==> config.mk <==
export PLATFORM = sky130hd
export DESIGN_NAME = adc_fco_align
export DESIGN_NICKNAME = d
export VERILOG_FILES = /design/src/rtl/adc_fco_align.sv
export SDC_FILE = /design/constraint.sdc
export NUM_CORES = 1
export LEC_CHECK = 0
export ABC_AREA = 1
export BUFFER_PORTS_ARGS = -buffer_cell sky130_fd_sc_hd__buf_4
export CAP_MARGIN = 15
export CORE_MARGIN = 2
export CORE_UTILIZATION = 45
export CTS_BUF_LIST = sky130_fd_sc_hd__clkbuf_8
export CTS_CLUSTER_SIZE = 14
export DETAILED_ROUTE_END_ITERATION = 8
export SLEW_MARGIN = 20
export SYNTH_ARGS = -nofsm -noshare
export SYNTH_HDL_FRONTEND = slang
export SYNTH_SLANG_ARGS = --single-unit
==> constraint.sdc <==
create_clock -name clk -period 2.7 [get_ports clk]
set_input_delay 0.81 -clock clk [delete_from_list [all_inputs] [get_ports clk]]
set_output_delay 0.81 -clock clk [all_outputs]
set_load 0.02 [all_outputs]
==> src/rtl/adc_fco_align.sv <==
// FCO lane alignment: sweeps IDELAY taps for the widest stable eye, centres on it,
// then bitslips the ISERDES until the frame word matches EXP_PATTERN.
module adc_fco_align #(
    parameter logic [7:0]  EXP_PATTERN = 8'hF0,
    parameter int unsigned TAP_MAX     = 31,
    parameter int unsigned SETTLE_CYC  = 8,
    parameter int unsigned CHECK_CYC   = 16,
    parameter int unsigned MAX_SLIPS   = 8
) (
    input  logic       clk,
    input  logic       rstn,
    input  logic       start,
    input  logic [7:0] fco_word,
    input  logic [8:0] sw_dly_val,
    input  logic       sw_dly_str,
    output logic [8:0] dly_tap,
    output logic       dly_load,
    output logic       bitslip,
    output logic       busy,
    output logic       locked,
    output logic       fail,
    output logic [8:0] win_start,
    output logic [9:0] win_len,
    output logic [3:0] slip_cnt
);

    localparam logic [8:0]  TapMaxC    = 9'(TAP_MAX);
    localparam logic [15:0] SettleLast = 16'(SETTLE_CYC - 1);
    localparam logic [15:0] CheckLast  = 16'(CHECK_CYC - 1);
    localparam logic [3:0]  MaxSlipsC  = 4'(MAX_SLIPS);

    typedef enum logic [3:0] {
        StIdle, StLoad, StSettle, StCheck, StEval, StCenter,
        StSlip, StSlipSettle, StSlipCheck, StLocked, StFail
    } state_e;

    state_e      state_q;
    logic [8:0]  tap_q;
    logic [15:0] cyc_q;
    logic [7:0]  first_q;
    logic        stable_q;
    logic        match_q;
    logic [8:0]  cur_start_q;
    logic [9:0]  cur_len_q;
    logic [8:0]  best_start_q;
    logic [9:0]  best_len_q;
    logic        str_q;
    logic        str_arm_q;

    logic        can_accept;
    logic        str_rise;
    logic [8:0]  sw_tap;
    logic        tap_last;
    logic        settle_last;
    logic        check_last;
    logic        stable_now;
    logic        match_now;
    logic [8:0]  ext_start;
    logic [9:0]  ext_len;
    logic [8:0]  close_start;
    logic [9:0]  close_len;
    logic        run_closes;
    logic [8:0]  center_tap;

    always_comb begin
        can_accept  = (state_q == StIdle) || (state_q == StLocked) || (state_q == StFail);
        // Arm bit keeps a strobe held high through reset from looking like an edge.
        str_rise    = sw_dly_str && !str_q && str_arm_q;
        sw_tap      = (sw_dly_val > TapMaxC) ? TapMaxC : sw_dly_val;
        tap_last    = (tap_q == TapMaxC);
        settle_last = (cyc_q == SettleLast);
        check_last  = (cyc_q == CheckLast);
        stable_now  = (cyc_q == '0) ? 1'b1 : (stable_q && (fco_word == first_q));
        match_now   = ((cyc_q == '0) || match_q) && (fco_word == EXP_PATTERN);
        ext_start   = (cur_len_q == '0) ? tap_q : cur_start_q;
        ext_len     = cur_len_q + 10'd1;
        close_start = stable_q ? ext_start : cur_start_q;
        close_len   = stable_q ? ext_len : cur_len_q;
        run_closes  = !stable_q || tap_last;
        center_tap  = best_start_q + best_len_q[9:1];
    end

    always_ff @(posedge clk or negedge rstn) begin
        if (!rstn) begin
            state_q      <= StIdle;
            tap_q        <= '0;
            cyc_q        <= '0;
            first_q      <= '0;
            stable_q     <= 1'b0;
            match_q      <= 1'b0;
            cur_start_q  <= '0;
            cur_len_q    <= '0;
            best_start_q <= '0;
            best_len_q   <= '0;
            str_q        <= 1'b0;
            str_arm_q    <= 1'b0;
            dly_tap      <= '0;
            dly_load     <= 1'b0;
            bitslip      <= 1'b0;
            busy         <= 1'b0;
            locked       <= 1'b0;
            fail         <= 1'b0;
            win_start    <= '0;
            win_len      <= '0;
            slip_cnt     <= '0;
        end else begin
            dly_load  <= 1'b0;
            bitslip   <= 1'b0;
            str_q     <= sw_dly_str;
            str_arm_q <= 1'b1;

            case (state_q)
                StIdle, StLocked, StFail: begin
                    if (start) begin
                        locked       <= 1'b0;
                        fail         <= 1'b0;
                        win_start    <= '0;
                        win_len      <= '0;
                        slip_cnt     <= '0;
                        tap_q        <= '0;
                        cur_start_q  <= '0;
                        cur_len_q    <= '0;
                        best_start_q <= '0;
                        best_len_q   <= '0;
                        busy         <= 1'b1;
                        state_q      <= StLoad;
                    end else if (can_accept && str_rise) begin
                        dly_tap  <= sw_tap;
                        dly_load <= 1'b1;
                        locked   <= 1'b0;
                        fail     <= 1'b0;
                        state_q  <= StIdle;
                    end
                end

                StLoad: begin
                    dly_tap  <= tap_q;
                    dly_load <= 1'b1;
                    cyc_q    <= '0;
                    state_q  <= StSettle;
                end

                StSettle: begin
                    if (settle_last) begin
                        cyc_q   <= '0;
                        state_q <= StCheck;
                    end else begin
                        cyc_q <= cyc_q + 16'd1;
                    end
                end

                StCheck: begin
                    if (cyc_q == '0) begin
                        first_q <= fco_word;
                    end
                    stable_q <= stable_now;
                    if (check_last) begin
                        cyc_q   <= '0;
                        state_q <= StEval;
                    end else begin
                        cyc_q <= cyc_q + 16'd1;
                    end
                end

                StEval: begin
                    // Strictly-longer replacement keeps the lowest-starting run on ties.
                    if (run_closes && (close_len > best_len_q)) begin
                        best_start_q <= close_start;
                        best_len_q   <= close_len;
                    end
                    if (stable_q && !tap_last) begin
                        cur_start_q <= ext_start;
                        cur_len_q   <= ext_len;
                    end else begin
                        cur_len_q <= '0;
                    end
                    if (tap_last) begin
                        state_q <= StCenter;
                    end else begin
                        tap_q   <= tap_q + 9'd1;
                        state_q <= StLoad;
                    end
                end

                StCenter: begin
                    if (best_len_q == '0) begin
                        fail    <= 1'b1;
                        busy    <= 1'b0;
                        state_q <= StFail;
                    end else begin
                        win_start <= best_start_q;
                        win_len   <= best_len_q;
                        dly_tap   <= center_tap;
                        dly_load  <= 1'b1;
                        cyc_q     <= '0;
                        state_q   <= StSlipSettle;
                    end
                end

                StSlip: begin
                    bitslip  <= 1'b1;
                    slip_cnt <= slip_cnt + 4'd1;
                    cyc_q    <= '0;
                    state_q  <= StSlipSettle;
                end

                StSlipSettle: begin
                    if (settle_last) begin
                        cyc_q   <= '0;
                        state_q <= StSlipCheck;
                    end else begin
                        cyc_q <= cyc_q + 16'd1;
                    end
                end

                StSlipCheck: begin
                    match_q <= match_now;
                    if (check_last) begin
                        cyc_q <= '0;
                        if (match_now) begin
                            locked  <= 1'b1;
                            busy    <= 1'b0;
                            state_q <= StLocked;
                        end else if (slip_cnt == MaxSlipsC) begin
                            fail    <= 1'b1;
                            busy    <= 1'b0;
                            state_q <= StFail;
                        end else begin
                            state_q <= StSlip;
                        end
                    end else begin
                        cyc_q <= cyc_q + 16'd1;
                    end
                end

                default: state_q <= StIdle;
            endcase
        end
    end

endmodule

# Yosys cells after proc, flatten, opt, wreduce, memory -nomap -nowiden
# Index checks and enable logic that the tools add are counted.
[classes]
mux = 63
n_reduce_logical = 42
order_cmp = 2
eq_ne = 33
n_addsub = 5
[op_table]
columns = ["cell", "count"]
rows = [
  ["$mux W9", 11],
  ["$pmux W9 S2", 4],
  ["$pmux W16 S4", 1],
  ["$pmux W10 S2", 3],
  ["$mux W10", 5],
  ["$mux W16", 3],
  ["$mux W4", 10],
  ["$pmux W4 S9", 1],
  ["$ne A2 B2 Y1 const B", 15],
  ["$pmux W9 S3", 1],
  ["$logic_not A10 Y1", 2],
  ["$mux W1", 18],
  ["$add A16 B1 Y16 const B", 1],
  ["$eq A16 B3 Y1 const B", 1],
  ["$eq A16 B4 Y1 const B", 1],
  ["$eq A4 B3 Y1 const B", 4],
  ["$eq A4 B4 Y1 const B", 4],
  ["$logic_not A16 Y1", 1],
  ["$reduce_and A3 Y1", 4],
  ["$add A10 B1 Y10 const B", 1],
  ["$gt A10 B10 Y1", 1],
  ["$reduce_and A5 Y1", 2],
  ["$add A9 B1 Y9 const B", 1],
  ["$add A9 B9 Y9", 1],
  ["other kinds (24)", 49],
]
[totals]
inputBits = 21
regBits = 116
output_inout_bits = 37

# Logic depth before layout (Yosys ltp)
[depth]
ltp_word = 7
depth_mapped = 18
ltp_nobuf = 17

# Least setup slack after synthesis
# Ideal clock, no wire load.
[synth_timing]
path_kind = "register to register"
start = "register cur_len_q[0]"
end = "register best_start_q[8]"
required_ps = 2583
n_path_buf = 1
slack_ps = 279
setup_ps = 117
arrival_ps = 2303
path_stages_with_launch = 18
path_cell_list = "dfrtp_1 > ha_1 > nand2_1 > nor2_1 > nand4_1 > inv_1 > nand2_1 > nand2_1 > o21ai_0 > ha_1 > nand2_1 > nor2_1 > nand3_1 > nand3_1 > nand3_2 > buf_6 > nand3_2 > nand2_1"
[synth_via]
elab_chain_len = 6
[synth_lines]
columns = ["item", "line_no", "source"]
rows = [
  ["from (decl)", "44", "logic [9:0] cur_len_q;"],
  ["from (signal assigned)", "173", "cur_len_q <= ext_len;"],
  ["$add A10 B1 Y10", "76", "ext_len = cur_len_q + 10'd1;"],
  ["$mux W10", "78", "close_len = stable_q ? ext_len : cur_len_q;"],
  ["$gt A10 B10 Y1", "167", "if (run_closes && (close_len > best_len_q)) begin"],
  ["$logic_and A1 B1 Y1", "167", ""],
  ["$ne A2 B2 Y1 (no source line)", "-", ""],
  ["$reduce_and A3 Y1 (no source line)", "-", ""],
  ["to (signal assigned)", "168", "best_start_q <= close_start;"],
  ["to (decl)", "45", "logic [8:0] best_start_q;"],
]
# Several ways; a longest one is shown, not always the timed one. The select of a mux whose other input is x is not followed.
# A chain may end at the register's enable or synchronous reset.

# Worst setup path after layout
[layout_timing]
start = "register cur_len_q[0]"
end = "register best_start_q[3]"
# The elaborated chain is that of the path after synthesis.

==> results.json <==
{
  "run_status": "finished clean",
  "hold_path_class": "input pin to async pin",
  "floorplan.initialDensity": 0.462,
  "globalRouteTotalUtil": 0.220,
  "dr_total_vias": 6186,
  "yosys.area.top_type": "dfrtp_1",
  "crit_arrival_ns": 2.87,
  "leakagePower_uw": 0.00429,
  "pwr_density_cell_mw_per_mm2": 872,
  "finish.utilization": 0.538,
  "timing.final.hold_violations": 0,
  "post-synth-top-count-cell": "nand2_1",
  "cts_buffers": 17,
  "core_area_mm2": 0.0153,
  "grt_pass1_vias": 5768,
  "max_slew_headroom": 0.613,
  "globalplace.congestion": 0.866,
  "count_of_maximum_capacitance_violations": 0,
  "clock_tree.buffer_depth": 2,
  "finalSetupViolCount": 0,
  "worst_skew_pair.late_latency_ns": 0.44,
  "timing.final.crit_share": 0.922,
  "floorplan.rows": 45,
  "post_synth_num_cell_types": 40,
  "post-route-min-period_ns": 2.49,
  "drive_gt1_frac": 0.140,
  "cts_tree": "yes",
  "share_of_the_synthesized_area_in_the_top_cell_type": 0.412,
  "die_area_mm2": 0.0167,
  "place.port_buffers": 57,
  "remaining_drc_errors": 0,
  "fmax_mhz": 402,
  "wl_mm": 17.3,
  "num_antenna_cells": 0,
  "initial_antenna_violation_count": 0,
  "asyncSetResetFlopFracSynth": 1.00,
  "syn-num-nets": 990,
  "h-tree-depth": 4,
  "max-vdd-ir-drop_mv": 0.404,
  "clk_pin_slew_ns": 0.07,
  "worstPathRequired_ns": 3.08,
  "nets": 1054,
  "synthToLayoutAreaGrowth_pct": 16.5,
  "yosys_warnings": 0,
  "drt_iter0_drc": 355,
  "final_antenna_net_count": 0,
  "seq_area_frac_synth": 0.412,
  "final.setup.tns_ns": 0,
  "avgRoutedWirePerCell_um": 14.1,
  "largest_net_degree_at_the_start_of_global_routing": 43,
  "fin_worst_skew_ns": 0.0119,
  "timing_worst_setup_path_type": "flip-flop to flip-flop",
  "final-max-slew-violation-count": 0,
  "synth.cells.most_frequent": "282 x nand2_1, 116 x dfrtp_1, 113 x inv_1",
  "post_synth_inst_count": 943,
  "yosys_most_used_dff": "dfrtp_1",
  "crit_path_end_kind": "flip-flop",
  "post_synth_edffs": 0,
  "post_synth.cell_area_avg_um2": 7.47,
  "clock_sink_count": 116,
  "synth.ff_latch_count": 116,
  "die_height_um": 129,
  "wire_length_of_the_first_global_routing_pass_mm": 29.1,
  "netlist_area_mm2": 0.00705,
  "overflow": 0,
  "worstPathMaxFanout": 19,
  "root_buffer": "clkbuf_8",
  "floorplan.io_pins": 58,
  "cts.hold.buffers_added": 0,
  "via_per_inst": 5.03,
  "die_x_um": 129,
  "yosys-top-cells-area": "dfrtp_1 41%, nand2_1 15%, nand3_1 7.7%, inv_1 6.0%, o21ai_0 5.2%",
  "place_hpwl_mm": 13.1,
  "timing.critical_path.from_type": "flip-flop",
  "detailedRoute.firstPassIterationCount": 5,
  "max_slew.worst_pin.slew_ns": 0.580
}
[cells by family after synthesis]
logic type,count (synthesis),share of synthesized area
adder cells (fa/ha/maj),26,0.0472
flip-flops,116,0.412
AO/OA/AOI/OAI,116,0.0905
AND/OR/NAND/NOR,504,0.322
buffers and inverters,146,0.0843
other,1,0.000532
multiplexers,4,0.00639
XOR/XNOR,30,0.0373
[sequential cells by signal (all words and copies together) (netlist names), 4 cells and up]
name,cells
cyc_q,16
first_q,8
best_start_q,9
dly_tap,9
slip_cnt,4
state_q,4
cur_start_q,9
best_len_q,10
cur_len_q,10
tap_q,9
win_start,9
win_len,10
[layout make-up]
cell class | count | area [µm²]
clock buffer | 17 | 234
clock inverter | 15 | 215
fill | 1473 | 7050
inverter | 120 | 450
multi-input combinational | 681 | 3560
sequential | 116 | 2900
tap | 211 | 264
timing repair buffer | 71 | 587
[through the flow]
| step | power [µW] | cells | hold WS, ns | worst slack (ns) | instance area [µm²] |
|---|---|---|---|---|---|
| after CTS | 7210 | 1230 | 0.368 | 0.0658 | 8200 |
| after global placement | 5380 | 1198 | 0.459 | 0.118 | 7740 |
| after global routing | 7730 | 1231 | 0.384 | -0.00641 | 8210 |
| after floorplan | 4460 | 943 | 0.473 | 0.279 | 7050 |
| after detailed placement | 5360 | 1198 | 0.464 | 0.0406 | 7740 |
| final | 7160 | 1231 | 0.359 | 0.210 | 8210 |
[placed cells by master (no fill, tap or decap), drive strengths merged]
| cell | netlist | final |
|---|---|---|
| a21o | 2 | 2 |
| a21oi | 9 | 9 |
| buf | 18 | 71 |
| bufinv | 0 | 5 |
| clkbuf | 8 | 17 |
| clkinv | 0 | 7 |
| clkinvlp | 0 | 1 |
| conb | 1 | 1 |
| dfrtp | 116 | 116 |
| fa | 1 | 1 |
| ha | 25 | 25 |
| inv | 120 | 122 |
| mux2 | 4 | 4 |
| nand2 | 285 | 285 |
| nand3 | 124 | 124 |
| nand3b | 3 | 3 |
| nand4 | 21 | 21 |
| nor2 | 57 | 57 |
| nor3 | 10 | 10 |
| nor3b | 1 | 1 |
| nor4 | 1 | 1 |
| o211ai | 6 | 6 |
| o21a | 2 | 2 |
| o21ai | 86 | 86 |
| o21bai | 3 | 3 |
| o22ai | 6 | 6 |
| o2bb2ai | 1 | 1 |
| o31ai | 1 | 1 |
| or2 | 2 | 2 |
| xnor2 | 13 | 13 |
| xor2 | 17 | 17 |
[layer usage]
metal	GRT usage	vias to the layer above	share of wire
met5	0	-	0
met3	0.0405	22	0.032
met4	0.0633	0	0.014
met2	0.367	116	0.47
li1	-	3202	-
met1	0.294	2846	0.48
[worst paths after layout]
path                            depth (start not counted)  slack (ns)                     endpoint                     start
worst max-delay path                                   15        0.21  best_start_q[3]$_DFFE_PN0P_  cur_len_q[0]$_DFFE_PN0P_
worst min-delay path                                    1        0.36       dly_tap[0]$_DFFE_PN0P_                      rstn
worst min register to register                          2        0.48             fail$_DFFE_PN0P_          fail$_DFFE_PN0P_
max in group asynchronous                               2        1.72     cur_len_q[7]$_DFFE_PN0P_                      rstn
min in group clk                                        2        0.48             fail$_DFFE_PN0P_          fail$_DFFE_PN0P_
worst max register to register                         15        0.21  best_start_q[3]$_DFFE_PN0P_  cur_len_q[0]$_DFFE_PN0P_
[worst max-delay path, stage by stage, from the launching register on]
cell      delay (ns)
dfrtp_2         0.43
buf_4           0.14
inv_1           0.08
ha_1            0.24
nand2_1         0.06
o21ai_0         0.19
ha_1            0.37
inv_1           0.05
o21bai_1        0.15
nand3_1         0.09
nand3_1         0.12
inv_1           0.08
nor2_4          0.10
buf_12          0.15
nand3_1         0.09
nand2_1         0.07
[repair_timing]
action	4_1_cts	5_1_grt
gates resized for setup	1	6
setup endpoints to repair	1	19
pin swaps	0	2
setup buffers	0	1
[where the power goes]
part / internal (µW) / switching (µW) / total, µW
clock: 1090 / 730 / 1820
combinational: 997 / 1930 / 2920
sequential: 2080 / 329 / 2410
total: 4170 / 2990 / 7160
Note: power is estimated with default switching activity, not from simulation.
